==> src/rtl/game_pkg.sv <==
// Shared definitions for the game state controller.
//   game_state_e : FSM state enumeration with its fixed 3-bit encoding
//   BCD_DIGIT_W  : width of one BCD digit
//   BCD_DIGITS   : number of BCD digits in the score
package game_pkg;

    typedef enum logic [2:0] {
        ST_IDLE    = 3'd0,
        ST_PLAY    = 3'd1,
        ST_DYING   = 3'd2,
        ST_CROSSED = 3'd3,
        ST_OVER    = 3'd4
    } game_state_e;

    localparam int BCD_DIGIT_W = 4;
    localparam int BCD_DIGITS  = 4;

endpackage

==> src/rtl/bcd_incr4.sv <==
// Combinational four-digit BCD incrementer, saturating at 9999.
//   bcd_i : 16-bit BCD value (four digits)
//   bcd_o : bcd_i + 1 in BCD, or 9999 when bcd_i is already 9999
module bcd_incr4
    import game_pkg::*;
(
    input  logic [BCD_DIGITS*BCD_DIGIT_W-1:0] bcd_i,
    output logic [BCD_DIGITS*BCD_DIGIT_W-1:0] bcd_o
);

    logic carry;

    always_comb begin
        bcd_o = bcd_i;
        carry = 1'b1;
        if (bcd_i != 16'h9999) begin
            for (int d = 0; d < BCD_DIGITS; d++) begin
                if (carry) begin
                    // A 9 rolls to 0 and passes the carry on; anything else absorbs it.
                    if (bcd_i[d*BCD_DIGIT_W +: BCD_DIGIT_W] == 4'd9) begin
                        bcd_o[d*BCD_DIGIT_W +: BCD_DIGIT_W] = 4'd0;
                    end else begin
                        bcd_o[d*BCD_DIGIT_W +: BCD_DIGIT_W] =
                            bcd_i[d*BCD_DIGIT_W +: BCD_DIGIT_W] + 4'd1;
                        carry = 1'b0;
                    end
                end
            end
        end
    end

endmodule

==> src/rtl/game_state_ctrl.sv <==
// Game sequencing controller: lives, score, level, death/cross timers.
//   clk        : system clock
//   rst        : synchronous active-high reset
//   start      : start button level (edge-detected)
//   die        : collision flag level (edge-detected)
//   win        : far-bank flag level (edge-detected)
//   frog_reset : one-cycle pulse returning the frog to its start position
//   freeze     : high while frog and crocs must hold position
//   lives      : remaining lives
//   score_bcd  : four-digit BCD score
//   level      : speed level, saturating at MAX_LEVEL
//   state      : current FSM state encoding
//   blink      : frog sprite flash enable
//
// state   | meaning
// IDLE    | waiting for start after reset
// PLAY    | game running, frog and crocs moving
// DYING   | death animation, blink toggling, timer running
// CROSSED | frog reached far bank, timer running
// OVER    | no lives left, score held until start
module game_state_ctrl
    import game_pkg::*;
#(
    parameter int LIVES_INIT   = 3,
    parameter int DEATH_CYCLES = 25_000_000,
    parameter int CROSS_CYCLES = 12_500_000,
    parameter int BLINK_CYCLES = 3_125_000,
    parameter int MAX_LEVEL    = 9
) (
    input  logic        clk,
    input  logic        rst,
    input  logic        start,
    input  logic        die,
    input  logic        win,
    output logic        frog_reset,
    output logic        freeze,
    output logic [1:0]  lives,
    output logic [15:0] score_bcd,
    output logic [3:0]  level,
    output logic [2:0]  state,
    output logic        blink
);

    localparam int TMR_MAX = (DEATH_CYCLES > CROSS_CYCLES) ? DEATH_CYCLES : CROSS_CYCLES;
    localparam int TMR_W   = $clog2(TMR_MAX + 1);
    localparam int BLK_W   = $clog2(BLINK_CYCLES + 1);

    game_state_e       state_q, state_d;
    logic [1:0]        lives_q, lives_d;
    logic [15:0]       score_q, score_d;
    logic [3:0]        level_q, level_d;
    logic [TMR_W-1:0]  timer_q, timer_d;
    logic [BLK_W-1:0]  bcnt_q, bcnt_d;
    logic              blink_q, blink_d;
    logic              frog_reset_q, frog_reset_d;
    logic              freeze_q, freeze_d;
    logic              start_prev_q, die_prev_q, win_prev_q;

    logic              start_ev, die_ev, win_ev;
    logic [15:0]       score_inc;

    assign start_ev = start & ~start_prev_q;
    assign die_ev   = die   & ~die_prev_q;
    assign win_ev   = win   & ~win_prev_q;

    bcd_incr4 u_bcd_incr4 (
        .bcd_i (score_q),
        .bcd_o (score_inc)
    );

    always_comb begin
        state_d      = state_q;
        lives_d      = lives_q;
        score_d      = score_q;
        level_d      = level_q;
        timer_d      = timer_q;
        bcnt_d       = bcnt_q;
        blink_d      = blink_q;
        frog_reset_d = 1'b0;

        case (state_q)
            ST_IDLE, ST_OVER: begin
                if (start_ev) begin
                    state_d      = ST_PLAY;
                    lives_d      = 2'(LIVES_INIT);
                    score_d      = 16'h0000;
                    level_d      = 4'd1;
                    timer_d      = '0;
                    frog_reset_d = 1'b1;
                end
            end
            ST_PLAY: begin
                // die takes priority over a simultaneous win.
                if (die_ev) begin
                    state_d = ST_DYING;
                    lives_d = lives_q - 2'd1;
                    timer_d = TMR_W'(DEATH_CYCLES - 1);
                    bcnt_d  = BLK_W'(BLINK_CYCLES - 1);
                    blink_d = 1'b1;
                end else if (win_ev) begin
                    state_d = ST_CROSSED;
                    score_d = score_inc;
                    if (level_q < 4'(MAX_LEVEL)) begin
                        level_d = level_q + 4'd1;
                    end
                    timer_d = TMR_W'(CROSS_CYCLES - 1);
                end
            end
            ST_DYING: begin
                if (timer_q == '0) begin
                    if (lives_q == 2'd0) begin
                        state_d = ST_OVER;
                    end else begin
                        state_d      = ST_PLAY;
                        frog_reset_d = 1'b1;
                    end
                end else begin
                    timer_d = timer_q - TMR_W'(1);
                    if (bcnt_q == '0) begin
                        blink_d = ~blink_q;
                        bcnt_d  = BLK_W'(BLINK_CYCLES - 1);
                    end else begin
                        bcnt_d = bcnt_q - BLK_W'(1);
                    end
                end
            end
            ST_CROSSED: begin
                if (timer_q == '0) begin
                    state_d      = ST_PLAY;
                    frog_reset_d = 1'b1;
                end else begin
                    timer_d = timer_q - TMR_W'(1);
                end
            end
            default: begin
                state_d = ST_IDLE;
            end
        endcase

        // blink only animates inside DYING; it rests high everywhere else.
        if (state_d != ST_DYING) begin
            blink_d = 1'b1;
        end
        freeze_d = (state_d != ST_PLAY);
    end

    always_ff @(posedge clk) begin
        if (rst) begin
            state_q      <= ST_IDLE;
            lives_q      <= 2'd0;
            score_q      <= 16'h0000;
            level_q      <= 4'd1;
            timer_q      <= '0;
            bcnt_q       <= '0;
            blink_q      <= 1'b1;
            frog_reset_q <= 1'b0;
            freeze_q     <= 1'b1;
            // Inputs already high at reset release must not count as events.
            start_prev_q <= 1'b1;
            die_prev_q   <= 1'b1;
            win_prev_q   <= 1'b1;
        end else begin
            state_q      <= state_d;
            lives_q      <= lives_d;
            score_q      <= score_d;
            level_q      <= level_d;
            timer_q      <= timer_d;
            bcnt_q       <= bcnt_d;
            blink_q      <= blink_d;
            frog_reset_q <= frog_reset_d;
            freeze_q     <= freeze_d;
            start_prev_q <= start;
            die_prev_q   <= die;
            win_prev_q   <= win;
        end
    end

    assign frog_reset = frog_reset_q;
    assign freeze     = freeze_q;
    assign lives      = lives_q;
    assign score_bcd  = score_q;
    assign level      = level_q;
    assign state      = state_q;
    assign blink      = blink_q;

endmodule

==> config.mk <==
export PLATFORM = sky130hd
export DESIGN_NAME = game_state_ctrl
export DESIGN_NICKNAME = d
export VERILOG_FILES = /design/src/rtl/game_pkg.sv /design/src/rtl/bcd_incr4.sv /design/src/rtl/game_state_ctrl.sv
export SDC_FILE = /design/constraint.sdc
export NUM_CORES = 1
export LEC_CHECK = 0
export CAP_MARGIN = 10
export CORE_MARGIN = 1.5
export CORE_UTILIZATION = 50
export CTS_CLUSTER_SIZE = 24
export DETAILED_ROUTE_END_ITERATION = 6
export PLACE_DENSITY = 0.69
export REMOVE_ABC_BUFFERS = 1
export SETUP_SLACK_MARGIN = 0.2
export SLEW_MARGIN = 10
export SYNTH_ARGS = -nofsm -noshare
export SYNTH_HDL_FRONTEND = slang
export SYNTH_SLANG_ARGS = --single-unit
==> constraint.sdc <==
create_clock -name clk -period 2.54 [get_ports clk]
set_input_delay 0.762 -clock clk [delete_from_list [all_inputs] [get_ports clk]]
set_output_delay 0.762 -clock clk [all_outputs]
set_load 0.03 [all_outputs]
======== Word level (Yosys, flattened, before mapping) ========
Index checks and enable logic that the tools add are counted.
storage, ports and cells
  register bits after elaboration ......... 78
  bits in latches ......................... 0
  RAM bits ................................ 0
  ROM bits ................................ 0
  output and inout bits ................... 28
  memories ................................ 0
operators by class
  add/subtract/negate cells ............... 8
  $mul .................................... 0
  divide/modulo/power cells ............... 0
  magnitude comparators ................... 1
  equal/unequal tests ..................... 24
  shift-type cells ........................ 0
  muxes and demuxes ....................... 53
  bitwise logic cells ..................... 7
  reductions and logical operators ........ 19
operators by type and width
  kind                   count
  $mux 25                4
  $pmux 25 s3            1
  $mux 22                3
  $mux 16                4
  $mux 4                 11
  $pmux 22 s2            1
  $pmux 16 s2            1
  $logic_not 25->1       1
  $sub 25x1->25 const B  1
  $logic_not 22->1       1
  $sub 22x1->22 const B  1
  $add 4x1->4 const B    5
  $mux 3                 6
  $reduce_and 6->1       3
  $eq 4x4->1 const B     4
  $ne 16x16->1 const B   1
  $ne 2x2->1 const B     8
  $mux 1                 15
  $pmux 3 s4             1
  $reduce_and 5->1       2
  $ne 2x1->1 const B     4
  $pmux 4 s2             1
  $reduce_and 4->1       2
  $eq 3x2->1 const B     2
  19 further kinds       29

======== Logic depth before layout (Yosys ltp) ========
  depth after elaboration ................. 12
  depth in mapped cells ................... 11
  mapped depth without buffers ............ 8

======== Cells and area by module ========
Synthesis repeated with hierarchy kept, for this count alone.
second synthesis, totals
  cell total of the unflattened synthesis .. 557
  area total of the unflattened synthesis .. 4329.2 um2
modules (own cells, without submodules)
  module           instances  cells each  area each (um2)
  game_state_ctrl  1          498         3927.5
  bcd_incr4        1          59          401.6

======== Worst setup path after synthesis ========
OpenSTA, ideal clock, no wires.
  kind .................................... register to register
  start point ............................. register state_q[0] (netlist: state[0])
  end point ............................... register score_q[15] (netlist: score_bcd[15])
  library setup time ...................... 0.117 ns
  arrival time ............................ 2.163 ns
  required time ........................... 2.423 ns
  path slack .............................. 0.259 ns
  cell stages (with the launch flop) ...... 8
  path through ............................ dfxtp_1 > buf_2 > nor3b_2 > a41oi_1 > a211oi_1 > nand4_1 > xor2_1 > nor2_1
on the way
  cells in the longest elaborated chain, start to end .. 4
  elaborated cells between the ends (all ways) .. 12
RTL lines
  item                                                              line                    RTL
  from (decl)                                                       game_state_ctrl.sv:48   game_state_e state_q, state_d;
  from (signal assigned)                                            game_state_ctrl.sv:163  state_q <= state_d;
  $eq 3x3->1 or $logic_not 3->1 (tied branches)                     game_state_ctrl.sv:81   case (state_q)
  $reduce_or 2->1                                                   game_state_ctrl.sv:81
  $ne 2x2->1 (no source line) or $reduce_bool 2->1 (tied branches)  -
  $reduce_and 6->1 (no source line)                                 -
  to (signal assigned)                                              game_state_ctrl.sv:165  score_q <= score_d;
  to (decl)                                                         game_state_ctrl.sv:50   logic [15:0] score_q, score_d;
Several ways; a longest one is shown, not always the timed one.
A chain may end at the register's enable or synchronous reset.

======== Worst setup path in the final report ========
  start point ............................. register timer_q[0]
  end point ............................... register bcnt_q[10]
on the way
  cells in the longest elaborated chain, start to end .. 3
RTL lines
  item                               line                    RTL
  from (decl)                        game_state_ctrl.sv:52   logic [TMR_W-1:0] timer_q, timer_d;
  from (signal assigned)             game_state_ctrl.sv:167  timer_q <= timer_d;
  $logic_not 25->1                   game_state_ctrl.sv:110  if (timer_q == '0) begin
  $ne 2x2->1 (no source line)        -
  $reduce_and 3->1 (no source line)  -
  to (signal assigned)               game_state_ctrl.sv:168  bcnt_q <= bcnt_d;
  to (decl)                          game_state_ctrl.sv:53   logic [BLK_W-1:0] bcnt_q, bcnt_d;
Every way passes these cells.

==> reports/qor.yml <==
synthesis:
  ys_seq_area_frac: 0.3628
  syn_avg_cell_area_sq_um: 8.456
  syn_inst: 509
  yosysWarnings: 0
  synth_cell_type_count: 63
  ys.flop_type: "dfxtp_1"
  netlist_top_cells_area: "dfxtp_1, nor2_1, a21oi_1, ha_1, o21ai_0"
  ys_seq_elements: 78
  async_flop_share: 0
  synth_area_sq_mm: 0.004304
  synth_top_area_frac: 0.3628
  synth_edf_count: 0
  synth_top_area_cell: "dfxtp_1"
setup_path:
  r2r.worst_path.cells: 12
  setup.worst_path.start_class: "flip-flop"
  endpoint_kind: "flip-flop"
  cp.required_ns: 2.83
  worstSetupPathType: "flip-flop to flip-flop"
  cpMostUsedCell: "buf_6"
  critPathLaunch: "timer_q[0]"
  crit_fanout: 6
  crit_path_end: "bcnt_q[10]"
  reg2reg_to: "bcnt_q[10]"
  path_cells: "inv_2, ha_4, or4b_4, nor3_4, buf_6, a31oi_4, buf_6, buf_12, nor2_8, buf_6, o21ai_2, a31oi_1"
  crit_arrival_ns: 2.60
  reg2reg_setup_slack_ns: 0.23
  cpPeakStageDelay_ns: 0.47
  timing.rr.start: "timer_q[0]"
  worst_path_max_delay_cell: "or4b_4"
die:
  fp.dieW_um: 95.78
  pin_count: 33
  design.core.area_sq_mm: 0.008258
  die-area_sq_mm: 0.009174
  die_y_um: 95.78
  num_rows: 33
  initial_core_util: 0.5212
drt:
  wirelength_um: 11420
  vias: 4201
  dr.pass1.iters: 6
  wl_per_cell_um: 16.30
  drc: 0
  drtIter0Drc: 235
  viasPerCell: 5.993
  final_antenna_net_count: 0
run_status:
  status: "complete, no violations"
place:
  pre_cts_ws_ns: -0.06460
  gp_congestion: 0.9502
  hpwl_um: 7589
  portBuffers: 32
global_route:
  grt_usage: 0.2544
  antenna_found_initial: 0
  grt_pass1_vias: 3787
  overflow: 0
  grt_max_degree: 31
  grt_pass1_wl_um: 18000
timing:
  drv_slew: 0
  fin_hold_ws_ns: 0.4915
  fin_crit_sh: 0.9090
  fmax_mhz: 433.1
  tightest_slew_ns: 0.5891
  finalSetupViolCount: 0
  rsz0062_at_grt: "true"
  fin_crit_ns: 2.309
  worst_slack_ns: 0.2312
  hold_viol: 0
  fin_worst_skew_ns: 0.009450
  slew_headroom: 0.6073
final_layout:
  syn2layout_area_growth_pct: 29.27
  antenna_cells: 0
  fin_nets: 610
  layout_commonest_cell: "dfxtp_1"
  layout_common_cells: "dfxtp_1, nor2_1, buf_4, a21oi_1, o21ai_0"
  fill_cells: 672
  drive_gt1_frac: 0.2450
power:
  power.density_mw_per_mm2: 572.7
  sw_frac_of_total: 0.3101
  p_comb_frac: 0.252
  p_switching_mw: 0.9882
  max-vdd-ir-drop_mv: 0.2869
  clkPwrFrac: 0.331
  p_leak_nw: 2.131
  power_frac_seq: 0.417
  power.internal_mw: 2.198
clock_network:
  cts_root_buf: "clkbuf_8"
  clock_path_buffers: 2
  htree_levels: 3
  cts.sinks: 78
  cts_buffers: 9
  clk_latency_ns: 0.36
  tritoncts: "built"
  clk_pin_slew_ns: 0.08
worst_hold_path:
  hold_class: "flip-flop to flip-flop"
flow_run:
  max_cap_viol_count: 0
==> area by class of cell <==
| cell class | instances | area, sq um | share of cell area |
|---|---|---|---|
| sequential | 78 | 1569 | 0.2820 |
| clock buffer | 11 | 141.4 | 0.02541 |
| timing repair buffer | 97 | 910.9 | 0.1637 |
| multi-input combinational | 391 | 2676 | 0.4810 |
| inverter | 14 | 52.55 | 0.009445 |
| clock inverter | 5 | 82.58 | 0.01484 |
| tap | 105 | 131.4 | 0.02361 |
==> metal layers <==
layer / part of all wire / up-vias / global-route usage / wire, um
met3: 0.069 / 27 / 0.05450 / 785
li1: - / 2012 / - / -
met1: 0.43 / 1983 / 0.3261 / 4924
met4: 0.021 / 0 / 0.09069 / 238
met2: 0.48 / 179 / 0.4196 / 5474
met5: 0 / - / 0 / 0
==> power groups by stage <==
| stage | Combinational, mW | Sequential [mW] | Clock (mW) |
|---|---|---|---|
| 4_1_cts | 0.736 | 1.33 | 1.07 |
| 5_1_grt | 0.864 | 1.34 | 1.12 |
| 6_report | 0.803 | 1.33 | 1.06 |
| 2_1_floorplan | 0.411 | 1.37 | 0 |
| 3_3_place_gp | 0.678 | 1.35 | 0 |
| 3_5_place_dp | 0.690 | 1.35 | 0 |
==> cells by family (layout without fill, tap and decap cells) <==
logic type      after synthesis  after routing  share of synthesized area
simple gates                205            205                     0.2738
flops                        78             78                     0.3628
fa+ha+maj                    14             14                    0.04070
compound gates              149            149                     0.2311
xor+xnor                     21             21                    0.04273
buf+inv                      40            127                    0.04419
mux                           2              2                   0.004651
==> state kept, by name, indices dropped and copies added (netlist names), 2 cells and up <==
| name | flops |
|---|---|
| bcnt_q | 22 |
| level | 4 |
| lives | 2 |
| score_bcd | 16 |
| state | 3 |
| timer_q | 25 |
==> worst max-delay path, delay by kind of cell (launching register included) <==
| family | cells | cell delay [ns] |
|---|---|---|
| AOI/OAI and AO/OA | 3 | 0.33 |
| adders and majority gates | 1 | 0.13 |
| buffers and inverters | 5 | 0.65 |
| DFF | 1 | 0.33 |
| and+or+nand+nor | 3 | 0.80 |
==> synth_stat cells (all sizes together) (3+ instances only) <==
cell	number
a31oi	17
dfxtp	78
clkbuf	12
o211ai	6
nor3	17
a211oi	11
or2	14
xor2	15
nand4	8
o21a	7
a21oi	38
o41ai	3
nor2b	6
and2	3
nand3b	3
nand2	27
nor2	67
ha	14
nor4	10
nand3	7
nor4b	3
o31ai	6
nor3b	7
o21ai	46
xnor2	6
buf	14
or4	9
inv	14
and3	4
or3	8
nand2b	8
a41oi	5
==> how the worst min path moves through the flow <==
stage	slack [ns]	startpoint	depth (start not counted)	to
finish	0.49	bcnt_q[20]	2	bcnt_q[20]
global route	0.51	bcnt_q[20]	2	bcnt_q[20]
CTS	0.49	timer_q[15]	2	timer_q[15]
detailed placement	0.47	timer_q[15]	2	timer_q[15]
global placement	0.47	timer_q[15]	2	timer_q[15]
floorplan	0.45	timer_q[15]	2	timer_q[15]
==> metrics by stage <==
stage               utilization  power, mW  instances  instance area (sq um)   TNS, ns
global placement         0.6047      2.029        664                   4994  -0.01901
floorplan                     -      1.780        483                   4167    -7.326
finish                   0.6738      3.186        701                   5564         0
global route             0.6738      3.323        701                   5564         0
CTS                      0.6471      3.133        686                   5344         0
detailed placement       0.6047      2.042        664                   4994   -0.1878
==> timing repair <==
action | CTS | global route
endpoints found under the setup margin | 34 | 46
buffers inserted | 6 | 14
gates resized for setup | 16 | 29
hold buffers | 0 | 0
pin swaps | 4 | 22
cloned | 0 | 1
No activity file was read; power rests on OpenSTA's default activity.
